$ cat src/rtl/alu_mc_if.sv
// Handshaked operand/result bundle for alu_mc: Hack control bits, operands,
// and a registered result with valid/ready flow control.
interface alu_mc_if #(
    parameter int WIDTH = 16
);
    logic             in_valid;
    logic             in_ready;
    logic [WIDTH-1:0] x;
    logic [WIDTH-1:0] y;
    logic             zx;
    logic             nx;
    logic             zy;
    logic             ny;
    logic             f;
    logic             no;
    logic             mul;
    logic             out_valid;
    logic             out_ready;
    logic [WIDTH-1:0] out;
    logic             zr;
    logic             ng;
    logic             busy;

    modport master (
        output in_valid, x, y, zx, nx, zy, ny, f, no, mul, out_ready,
        input  in_ready, out_valid, out, zr, ng, busy
    );

    modport slave (
        input  in_valid, x, y, zx, nx, zy, ny, f, no, mul, out_ready,
        output in_ready, out_valid, out, zr, ng, busy
    );
endinterface

$ cat src/rtl/alu_mc.sv
// Parametrised Hack ALU with a registered valid/ready result stage and an
// optional iterative shift-and-add multiply (low WIDTH bits of the product).
module alu_mc #(
    parameter int WIDTH  = 16,
    parameter int MUL_EN = 1
) (
    input  logic        clk,
    input  logic        reset,
    alu_mc_if.slave     bus
);
    localparam int CNT_W = $clog2(WIDTH) + 1;

    typedef enum logic {
        S_IDLE = 1'b0,
        S_MUL  = 1'b1
    } state_t;

    function automatic logic [WIDTH-1:0] f_prep(
        input logic [WIDTH-1:0] v,
        input logic             z,
        input logic             n
    );
        logic [WIDTH-1:0] t;
        t = z ? '0 : v;
        return n ? ~t : t;
    endfunction

    function automatic logic [WIDTH-1:0] f_hack(
        input logic [WIDTH-1:0] a,
        input logic [WIDTH-1:0] b,
        input logic             fn,
        input logic             neg
    );
        logic [WIDTH-1:0] r;
        r = fn ? (a + b) : (a & b);
        return neg ? ~r : r;
    endfunction

    state_t           r_state;
    state_t           w_state_nxt;
    logic [WIDTH-1:0] r_out;
    logic             r_zr;
    logic             r_ng;
    logic             r_out_valid;
    logic [WIDTH-1:0] r_mcand;
    logic [WIDTH-1:0] r_mplier;
    logic [WIDTH-1:0] r_acc;
    logic [CNT_W-1:0] r_cnt;
    logic             r_no;

    logic [WIDTH-1:0] w_xp;
    logic [WIDTH-1:0] w_yp;
    logic [WIDTH-1:0] w_hack;
    logic [WIDTH-1:0] w_acc_nxt;
    logic [WIDTH-1:0] w_mul_res;
    logic             w_is_mul;
    logic             w_in_ready;
    logic             w_accept;
    logic             w_mul_last;
    logic             w_busy;

    assign w_xp      = f_prep(bus.x, bus.zx, bus.nx);
    assign w_yp      = f_prep(bus.y, bus.zy, bus.ny);
    assign w_hack    = f_hack(w_xp, w_yp, bus.f, bus.no);
    // With MUL_EN=0 the mul input is ignored and the multiply path folds away.
    assign w_is_mul  = (MUL_EN != 0) && bus.mul;
    assign w_acc_nxt = r_mplier[0] ? (r_acc + r_mcand) : r_acc;
    assign w_mul_res = r_no ? ~w_acc_nxt : w_acc_nxt;
    assign w_mul_last = (r_state == S_MUL) && (r_cnt == CNT_W'(WIDTH - 1));
    assign w_accept  = bus.in_valid && w_in_ready;

    always_comb begin
        w_state_nxt = r_state;
        w_in_ready  = 1'b0;
        w_busy      = 1'b0;
        case (r_state)
            S_IDLE: begin
                w_in_ready = !reset && (!r_out_valid || bus.out_ready);
                if (bus.in_valid && w_in_ready && w_is_mul) begin
                    w_state_nxt = S_MUL;
                end
            end
            S_MUL: begin
                w_busy = 1'b1;
                if (r_cnt == CNT_W'(WIDTH - 1)) begin
                    w_state_nxt = S_IDLE;
                end
            end
            default: w_state_nxt = S_IDLE;
        endcase
    end

    always_ff @(posedge clk) begin
        if (reset) begin
            r_state     <= S_IDLE;
            r_out       <= '0;
            r_zr        <= 1'b0;
            r_ng        <= 1'b0;
            r_out_valid <= 1'b0;
            r_cnt       <= '0;
            r_mcand     <= '0;
            r_mplier    <= '0;
            r_acc       <= '0;
            r_no        <= 1'b0;
        end else begin
            r_state <= w_state_nxt;
            if (w_accept && !w_is_mul) begin
                r_out       <= w_hack;
                r_zr        <= (w_hack == '0);
                r_ng        <= w_hack[WIDTH-1];
                r_out_valid <= 1'b1;
            end else if (w_accept) begin
                r_mcand     <= w_xp;
                r_mplier    <= w_yp;
                r_acc       <= '0;
                r_cnt       <= '0;
                r_no        <= bus.no;
                r_out_valid <= 1'b0;
            end else if (r_state == S_MUL) begin
                r_acc    <= w_acc_nxt;
                r_mcand  <= r_mcand << 1;
                r_mplier <= r_mplier >> 1;
                r_cnt    <= r_cnt + 1'b1;
                if (w_mul_last) begin
                    r_out       <= w_mul_res;
                    r_zr        <= (w_mul_res == '0);
                    r_ng        <= w_mul_res[WIDTH-1];
                    r_out_valid <= 1'b1;
                end
            end else if (r_out_valid && bus.out_ready) begin
                r_out_valid <= 1'b0;
            end
        end
    end

    assign bus.in_ready  = w_in_ready;
    assign bus.out_valid = r_out_valid;
    assign bus.out       = r_out;
    assign bus.zr        = r_zr;
    assign bus.ng        = r_ng;
    assign bus.busy      = w_busy;
endmodule
$ cat src/flat_wrapper.sv
// flat-port wrapper written by rule: the top's interface ports become plain ports
module alu_mc_flat 
#(
    parameter int WIDTH  = 16,
    parameter int MUL_EN = 1
)
  (clk, reset, bus_in_valid, bus_x, bus_y, bus_zx, bus_nx, bus_zy, bus_ny, bus_f, bus_no, bus_mul, bus_out_ready, bus_in_ready, bus_out_valid, bus_out, bus_zr, bus_ng, bus_busy);
  alu_mc_if #(.WIDTH(WIDTH)) bus_i ();
  input  logic clk;
  input  logic reset;
  input wire logic [$bits(bus_i.in_valid)-1:0] bus_in_valid;
  input wire logic [$bits(bus_i.x)-1:0] bus_x;
  input wire logic [$bits(bus_i.y)-1:0] bus_y;
  input wire logic [$bits(bus_i.zx)-1:0] bus_zx;
  input wire logic [$bits(bus_i.nx)-1:0] bus_nx;
  input wire logic [$bits(bus_i.zy)-1:0] bus_zy;
  input wire logic [$bits(bus_i.ny)-1:0] bus_ny;
  input wire logic [$bits(bus_i.f)-1:0] bus_f;
  input wire logic [$bits(bus_i.no)-1:0] bus_no;
  input wire logic [$bits(bus_i.mul)-1:0] bus_mul;
  input wire logic [$bits(bus_i.out_ready)-1:0] bus_out_ready;
  output wire logic [$bits(bus_i.in_ready)-1:0] bus_in_ready;
  output wire logic [$bits(bus_i.out_valid)-1:0] bus_out_valid;
  output wire logic [$bits(bus_i.out)-1:0] bus_out;
  output wire logic [$bits(bus_i.zr)-1:0] bus_zr;
  output wire logic [$bits(bus_i.ng)-1:0] bus_ng;
  output wire logic [$bits(bus_i.busy)-1:0] bus_busy;
  assign bus_i.in_valid = bus_in_valid;
  assign bus_i.x = bus_x;
  assign bus_i.y = bus_y;
  assign bus_i.zx = bus_zx;
  assign bus_i.nx = bus_nx;
  assign bus_i.zy = bus_zy;
  assign bus_i.ny = bus_ny;
  assign bus_i.f = bus_f;
  assign bus_i.no = bus_no;
  assign bus_i.mul = bus_mul;
  assign bus_i.out_ready = bus_out_ready;
  assign bus_in_ready = bus_i.in_ready;
  assign bus_out_valid = bus_i.out_valid;
  assign bus_out = bus_i.out;
  assign bus_zr = bus_i.zr;
  assign bus_ng = bus_i.ng;
  assign bus_busy = bus_i.busy;
  alu_mc #(.WIDTH(WIDTH), .MUL_EN(MUL_EN)) u_core (.clk(clk), .reset(reset), .bus(bus_i));
endmodule
$ cat config.mk
export PLATFORM = sky130hd
export DESIGN_NAME = alu_mc_flat
export DESIGN_NICKNAME = d
export VERILOG_FILES = /design/src/rtl/alu_mc_if.sv /design/src/rtl/alu_mc.sv /design/src/flat_wrapper.sv
export SDC_FILE = /design/constraint.sdc
export NUM_CORES = 1
export LEC_CHECK = 0
export ABC_AREA = 1
export CAP_MARGIN = 10
export CORE_AREA = 4 4 154 156
export DETAILED_ROUTE_END_ITERATION = 7
export DIE_AREA = 0 0 158 160
export MAX_ROUTING_LAYER = met4
export PLACE_DENSITY = 0.53
export SYNTH_ARGS = -nofsm -noshare
export SYNTH_HDL_FRONTEND = slang
export SYNTH_SLANG_ARGS = --single-unit
$ cat constraint.sdc
create_clock -name clk -period 5.3 [get_ports clk]
set_input_delay 1.325 -clock clk [delete_from_list [all_inputs] [get_ports clk]]
set_output_delay 1.325 -clock clk [all_outputs]
set_load 0.02 [all_outputs]
* Word level (Yosys, flattened, before mapping)
Cells that the tools add are included.
** Operators by class
- Add/subtract/negate cells :: 3
- Eq/ne operators :: 3
- Multiplexer cells :: 38
- Bitwise operators :: 7
- Reduce and logical (&&, ||, !) cells :: 21
** Operators by type and width (count)
- two-way mux 16 bit :: 18
- inverter 16 bit :: 4
- adder 16 bit :: 2
- logical NOT 16 bit :: 2
- two-way mux 1 bit :: 17
- AND 16 bit :: 1
- two-way mux 5 bit :: 2
- logical AND 1 bit :: 7
- AND reduction 2 bit :: 3
- nonzero test 2 bit :: 3
- adder 5 x 1 -> 5 bit, second input constant :: 1
- equality test 5 x 4 -> 1 bit, second input constant :: 1
- != test 4 bit, second input constant :: 1
- nonzero test 4 bit :: 1
- logical NOT 1 bit :: 3
- AND reduction 3 bit :: 1
- != test 2 bit, second input constant :: 1
- inverter 1 bit :: 2
- case mux 1 bit (2 select lines) :: 1
- logical OR 1 bit :: 1
** Storage, ports and cells
- Register bits :: 74
- Output and inout port bits :: 21

* Longest topological paths before layout
Gate-level depths: netlist of the first run.
- Depth in word-level cells :: 9
- Mapped depth :: 23
- Mapped depth without buffers :: 22

* Least setup slack after synthesis of the first run
No wires, ideal clock.
- Kind :: input-to-reg
- Start :: input bus_zy
- End :: register u_core.r_zr, in the netlist u_core.bus.zr
- Arrival :: 3.571 ns
- Path slack :: 1.662 ns
- Stages on the path :: 19
- Path buffers :: 1
- Path through :: inv_2 buf_2 nand2_1 xor2_1 ha_1 inv_1 fa_1 nand2_1 o21ai_0 xor2_1 nor2_1 nand3_1 nor2_1 nand2_1 nor2_1 nand3_1 nor2_1 nand3_1 a21oi_2
** Between the ends
- Cells in the longest elaborated chain, start to end :: 9
- Elaborated cells on any way between the ends :: 10
- Those cells by class :: add/sub: 1; mux: 5; bitwise: 3; reduce/logical: 1
** Ends and longest elaborated chain
- from (decl) :: RTL line flat_wrapper.sv:16 : input wire logic [$bits(bus_i.zy)-1:0] bus_zy;
- two-way mux 16 bit * :: RTL line alu_mc.sv:24 : t = z ? '0 : v;
- inverter 16 bit :: RTL line alu_mc.sv:25 : return n ? ~t : t;
- two-way mux 16 bit * :: RTL line alu_mc.sv:25
- adder 16 bit / AND 16 bit (equally long branches) :: RTL line alu_mc.sv:35 : r = fn ? (a + b) : (a & b);
- two-way mux 16 bit * :: RTL line alu_mc.sv:35
- inverter 16 bit :: RTL line alu_mc.sv:36 : return neg ? ~r : r;
- two-way mux 16 bit * :: RTL line alu_mc.sv:36
- logical NOT 16 bit * :: RTL line alu_mc.sv:109 : r_zr <= (w_hack == '0);
- two-way mux 1 bit * :: RTL line alu_mc.sv:107 : if (w_accept && !w_is_mul) begin
- to (signal assigned) :: RTL line alu_mc.sv:109
- to (signal assigned) :: RTL line alu_mc.sv:126 : r_zr <= (w_mul_res == '0);
- to (decl) :: RTL line alu_mc.sv:42 : logic r_zr;
Every way passes the cells marked *; elsewhere a longest branch is shown, timed or not.
A chain may end at the register's enable or synchronous reset.

* Worst setup path after layout of the first run
- Start :: input bus_out_ready
- End :: output bus_in_ready
** Between the ends
- Cells in the longest elaborated chain, start to end :: 3
** Ends and longest elaborated chain
- from (decl) :: RTL line flat_wrapper.sv:21 : input wire logic [$bits(bus_i.out_ready)-1:0] bus_out_ready;
- logical OR 1 bit :: RTL line alu_mc.sv:78 : w_in_ready = !reset && (!r_out_valid || bus.out_ready);
- logical AND 1 bit :: RTL line alu_mc.sv:78
- two-way mux 1 bit :: RTL line alu_mc.sv:76 : case (r_state)
- to (decl) :: RTL line flat_wrapper.sv:22 : output wire logic [$bits(bus_i.in_ready)-1:0] bus_in_ready;
Every way passes these cells.

==> impl_results.md, run 1 <==
* Synth Area in Compound Gates at 0.136
* Post-route setup slack at approximately 1.2 ns
* Post-CTS setup buffers at 0
* CP Cell Sequence: clkdlybuf4s50_1 > o21ai_1 > nor2_2 > clkdlybuf4s50_1
* Synth Cell Area at 0.00663 mm^2
* Sw Ratio at 0.346
* DR pass1 iterations at 6
* Detailed router's first-iteration violation count at roughly 450
* Util after Layout at 0.346
* Via count at 6,796
* CTS Buffer Depth at 2
* Highest clock rate at 245 MHz
* Synth cell count leaders: nand2_1 (411), inv_1 (124), nand3_1 (122)
* Sequential share of power at 0.319
* Leak pwr at 0.00383 uW
* CTS tree: yes
* Final Power at roughly 1800 uW
* Synth async-reset ratio at 0
* GRT overflow at 0
* Multiplexer share of the synthesized area at 0
* Die Y at approximately 160 um
* Net Count, Synth at roughly 1,200
* Die area at roughly 0.025 mm^2
* PortBufs at 63
* Rows at 55
* Die width at between 150 and 200 um
* Ant diodes at 0
* Routed Wire Length at ~21,000 um
* Pint at 1200 uW
* Critical path fanouts, max at 2
* Adder-cell share of the synthesized area at 0.0684
* Design area at between 0.007 and 0.008 mm^2
* Area share of the largest cell type after synthesis at 0.233
* Global-route total usage across every layer at 0.172
* Largest cells by area after synthesis: nand2_1 (23%), dfxtp_1 (22%), nand3_1 (9.2%)
* I/O pin count at between 60 and 70
* Crit-path slowest cell: clkdlybuf4s50_1
* Max Transition Viols Final at 0
* Combinational family with the most area after synthesis: simple AND/OR/NAND/NOR gates
* Filler cells at around 2,500
* DRT antenna net count at 0
* Placement Cell Area at 0.00740 mm^2
* Minimum clock period at around 4.1 ns
* Starting Density at 0.296
* Synth unique cells at just over 40
* GPL Wtd Cong at 0.910
* Data required time of the worst path at around 4.0 ns
* Worst Path Arrival at 2.76 ns
* NetSw at approximately 630 uW
* Synth Area in Simple Gates at 0.410
* Clock root buffer: clkbuf_16
* Endpoints failing setup at 0
* Dpl hpwl at between 15,000 and 20,000 um
* Num CTS Buffers at 9
* Number of synthesized register bits at between 70 and 80
* Post-Synthesis Cells at ~1,100
* Vias in the first global route at between 6,000 and 7,000
* # H-tree levels at 3
* Layout cells sized above 1 at 0.0768
* First-pass GRT wire length at approximately 34,000 um
* Flip-flop and latch area at ~0.0015 mm^2
* Slew HR at 0.435
* Comb pwr share at 0.292
* Final count of hold timing violations at 0
* Largest net degree at the start of global routing at 44
* Ys flop type: dfxtp_1
* Sink Count at 73
* Clk_lat worst skew at 0.35 ns
* Most frequent CP cell: clkdlybuf4s50_1
* Final period util at 0.771
* Post-synth EDFFs at 0
* Hold-fix buffers, CTS at 0
* Most frequent cell after synthesis: nand2_1
* Cell taking the most area after synthesis: nand2_1
* Worst Hold Class: reg -> reg
* Outcome: finished, final reports clean
* Area Overhead vs Synth at 16.8%
* Dpl ws at 0.849 ns
* RSZ-0062 raised after global routing: no
* Setup TNS at 0 ns
* Wire per inst at approximately 14 um
* Post-synthesis area per instance at a little under 6 um^2
* DRC at 0
* Core area at 0.0224 mm^2
* Area taken by multi-input logic gates at between 0.004 and 0.005 mm^2
* Clock share of power at 0.390
* Fin nets at approximately 1,200
* Xor/xnor share of the synthesized area at 0.0423
* Critical path type: in -> out
* Pwr dens at around 240 mW/mm^2
* Initial antenna violation count at 0
* Post-cts sizing count at 0
* CTS clk-pin slew, worst paths at about 0.050 ns
* Worst path max stage delay at just under 0.7 ns
* Slew at the pin with the worst max-slew slack at 0.847 ns
* Endpoint type of the worst setup path: primary output
* Vias/cell at ~4.7
* Synth warnings at 0
* Clock Skew at approximately 0.010 ns
* Startpoint Class: input pin
* Sequential-to-total area share from yosys stat at 0.221
* MaxCap Viol Count at 0
* VDD IR max at 0.000135 V
## worst max-delay path: cells and delay by family
kind                   cells  cell delay, ns
AOI/OAI and AO/OA          1            0.11
buffers and inverters      2            1.23
and+or+nand+nor            1            0.11
## per-stage QoR
step           hold WS (ns)  std cells
2_1_floorplan         0.440       1120
3_3_place_gp          0.459       1428
3_5_place_dp          0.460       1428
4_1_cts               0.469       1444
5_1_grt               0.492       1444
6_report              0.465       1444
## cell type report
class | instances | share of cell area
Tap cell | 285 | 0.0461
Clock inverter | 5 | 0.0110
Timing Repair Buffer | 73 | 0.0912
Multi-Input combinational cell | 858 | 0.562
Inverter | 139 | 0.0681
Clock buffer | 11 | 0.0327
Sequential cell | 73 | 0.189
## state kept, by name, summed over array words and instances (netlist names)
register              flops
u_core.bus.ng             1
u_core.r_state            1
u_core.r_cnt              5
u_core.bus.out_valid      1
u_core.bus.zr             1
u_core.r_mcand           16
u_core.r_acc             16
u_core.r_no               1
u_core.r_mplier          16
u_core.bus.out           15
## cells in the final DEF (no fill, tap or decap), drive strengths merged, types with 2 or more instances in the layout
cell type      count
a22oi             22
xnor2              2
fa                 2
bufinv             2
o221ai             7
ha                33
o21ai             42
nand4              5
a21oi             76
buf               10
nand2            431
clkbuf            11
inv              140
nor2              44
nand3b             2
xor2              30
dfxtp             73
nor3               8
nand3            129
clkdlybuf4s50     63
a31oi              3
or2               12
a21o               2
o211ai             3
## cells by family (layout without fill, tap and decap cells)
logic type,Yosys count,count (layout)
compound gates,158,158
fa+ha+maj,35,35
buf+inv,189,228
flops,73,73
simple gates,633,633
xor+xnor,32,32
## metal layers
metal / up-vias / share of wire / global-route usage
met1: 2968 / 0.51 / 0.249
met5: - / 0 / -
met2: 147 / 0.44 / 0.257
met3: 13 / 0.046 / 0.0236
li1: 3668 / - / -
met4: 0 / 0.012 / 0.0314
## final timing paths
check / start / to / slack [ns] / cells after the start
setup / recovery: bus_out_ready / bus_in_ready / 1.21 / 4
hold / removal: u_core.bus.out[13] / u_core.bus.out[13] / 0.46 / 2
setup reg to reg: u_core.bus.out_valid / u_core.r_mcand[12] / 2.45 / 13
hold reg to reg: u_core.bus.out[13] / u_core.bus.out[13] / 0.46 / 2
## power by group through the flow
| stage | clock (uW) | sequential (uW) | combinational [uW] |
|---|---|---|---|
| after floorplan | 0 | 590 | 384 |
| after global placement | 0 | 595 | 529 |
| after detailed placement | 0 | 595 | 531 |
| after CTS | 723 | 583 | 534 |
| after global routing | 745 | 585 | 608 |
| final | 712 | 583 | 533 |
Note: power is estimated with default switching activity, not from simulation.
==> run 2: changes to the inputs <==
Clock period 5.3 ns to 4.03 ns, I/O delays scaled along.
==> run 2 against run 1 <==
Combinational power grew 42%. Critical path depth is 16 higher. Highest routed layer unchanged. Clock skew down 0.0050 ns. Via count rose by 4.4%.
==> impl_results.md, run 2 (synthesis gave the netlist of run 1 again) <==
* Outcome: finished, final reports clean (unchanged)
* Die width at 158 um (unchanged)
* Slew HR at 0.442 (was 0.435)
* Worst reg-to-reg path cell count at 19 (was 13)
* Critical path fanouts, max at 7 (was 2)
* Die Y at 160 um (unchanged)
* Endpoint type of the worst setup path: flop (was primary output)
* Num CTS Buffers at 9 (unchanged)
* DRT antenna net count at 0 (unchanged)
* CP endpoint: u_core.bus.zr (was bus_in_ready)
* Worst Hold Class: reg -> reg (unchanged)
* DR pass1 iterations at 5 (was 6)
* Post-CTS setup buffers at 0 (unchanged)
* Ant diodes at 0 (unchanged)
* Leak pwr at 0.00396 uW (was 0.00383 uW)
* Minimum clock period at around 3.6 ns
* Wire per inst at 14.9 um (was 14.3 um)
* Setup TNS at 0 ns (unchanged)
* Top Registers: u_core.r_acc: 16 flops, u_core.r_mcand: 16 flops, u_core.r_mplier: 16 flops (unchanged)
* Clk_lat worst skew at 0.35 ns (about the same)
* Core area at 0.0224 mm^2 (unchanged)
* Max Transition Viols Final at 0 (unchanged)
* Detailed router's first-iteration violation count at 472 (was 449)
* DRC at 0 (unchanged)
* Endpoints failing setup at 0 (unchanged)
* Clock Skew at 0.00494 ns (was 0.00999 ns)
* R2R Path Start: u_core.r_mcand[0] (was u_core.bus.out_valid)
* Clock root buffer: clkbuf_16 (unchanged)
* Most frequent cells in the layout: nand2_1 (411), inv_1 (124), nand3_1 (122) (unchanged)
* Final period util at 0.900
* Routed Wire Length at 22,000 um (was 20,700 um)
* Rows at 55 (unchanged)
* MaxCap Viol Count at 0 (unchanged)
* Reg2Reg Setup Slack at 1.40 ns (was 2.45 ns)
* Via count at 7,092 (was 6,796)
* GRT overflow at 0 (unchanged)
* Hold-fix buffers, CTS at 0 (unchanged)
* Final count of hold timing violations at 0 (unchanged)
* Filler cells at 2,472 (was 2,455)
* First-pass GRT wire length at 34,600 um (was 33,800 um)
* PortBufs at 63 (unchanged)
* CTS Buffer Depth at 2 (unchanged)
* Area Overhead vs Synth at 19.8% (was 16.8%)
* GPL Wtd Cong at 0.926 (was 0.910)
* Post-route setup slack at 0.402 ns (was 1.21 ns)
* Sink Count at 73 (unchanged)
* R2R Path End: u_core.bus.zr (was u_core.r_mcand[12])
* Vias/cell at 4.82 (was 4.71)
* Vias in the first global route at 6,486 (was 6,332)
* Layout cells sized above 1 at 0.0970 (was 0.0768)
* Worst Path Arrival at 3.91 ns (was 2.76 ns)
* Dpl hpwl at 17,000 um (was 16,100 um)
* CTS tree: yes (unchanged)
* Starting Density at 0.296 (unchanged)
* CP startpoint: bus_nx (was bus_out_ready)
* RSZ-0062 raised after global routing: no (unchanged)
* I/O pin count at 64 (unchanged)
* Startpoint Class: input pin (unchanged)
* Largest net degree at the start of global routing at 43 (was 44)
* Slew at the pin with the worst max-slew slack at 0.836 ns (was 0.847 ns)
* Die area at 0.0253 mm^2 (unchanged)
* Global-route total usage across every layer at 0.177 (was 0.172)
* Final Power at 2420 uW (was 1830 uW)
* Data required time of the worst path at 4.31 ns (was 3.97 ns)
* # H-tree levels at 3 (unchanged)
* Highest clock rate at around 280 MHz
* Dpl ws at -0.0789 ns (was 0.849 ns)
* Initial antenna violation count at 0 (unchanged)
* Critical path type: in -> reg (was in -> out)
* Commonest non-fill, non-tap cell in the layout: nand2_1 (unchanged)
* VDD IR max at 0.000186 V (was 0.000135 V)
* Fin nets at 1,258 (was 1,232)
* Pwr dens at 305 mW/mm^2 (was 236 mW/mm^2)
* CTS clk-pin slew, worst paths at 0.06 ns (was 0.05 ns)
[run 2: critical path: stages]
cell             delay (ns)
clkdlybuf4s50_1        0.58
buf_12                 0.16
xor2_1                 0.31
inv_1                  0.08
ha_1                   0.35
a21oi_1                0.17
o21ai_0                0.12
inv_1                  0.08
nor2_1                 0.04
a211oi_1               0.23
nand2_1                0.09
nand2_1                0.06
nand3_1                0.08
nand2_1                0.07
nand2_1                0.04
nand2_1                0.09
nand2_1                0.07
nor2_2                 0.07
nand3_1                0.08
a21oi_2                0.11
[run 2: metrics by stage]
step	utilization	hold slack [ns]	area (um^2)	instances
finish	0.355	0.464	7940	1470
global route	0.355	0.495	7940	1470
CTS	0.354	0.465	7930	1470
detailed placement	0.340	0.453	7610	1454
global placement	0.340	0.456	7610	1454
floorplan	-	0.440	6630	1120
[run 2: power breakdown]
group / internal (uW) / switching, uW
Sequential: 743 / 17.7
Clock: 546 / 356
Combinational: 282 / 475
[run 2: layout make-up]
cell class	count	area, um^2	area share
multi-input cells	858	4360	0.549
flip-flops and latches	73	1460	0.184
repair buffers	99	913	0.115
inverters	139	527	0.0664
well taps	285	357	0.0449
clock buffers	10	229	0.0289
clock inverters	6	91.3	0.0115
[run 2: layer usage]
| metal | track usage | up-vias | share of wire |
|---|---|---|---|
| met5 | - | - | 0 |
| met4 | 0.0496 | 0 | 0.022 |
| met3 | 0.0255 | 28 | 0.040 |
| met2 | 0.266 | 160 | 0.44 |
| met1 | 0.247 | 3188 | 0.50 |
| li1 | - | 3716 | - |
[run 2: how the worst min path moves through the flow]
stage	from	end	cells past startpoint
2_1_floorplan	u_core.r_mplier[15]	u_core.r_mplier[15]	2
3_3_place_gp	u_core.r_mplier[15]	u_core.r_mplier[15]	2
3_5_place_dp	u_core.r_mplier[15]	u_core.r_mplier[15]	2
4_1_cts	u_core.bus.out[5]	u_core.bus.out[5]	2
5_1_grt	u_core.r_mplier[15]	u_core.r_mplier[15]	2
6_report	u_core.bus.out[11]	u_core.bus.out[11]	2
[run 2: what timing repair did]
item                                   4_1_cts  5_1_grt
setup endpoints to repair                    0        1
resized for setup                            0        1
endpoints found under the hold margin        0        0
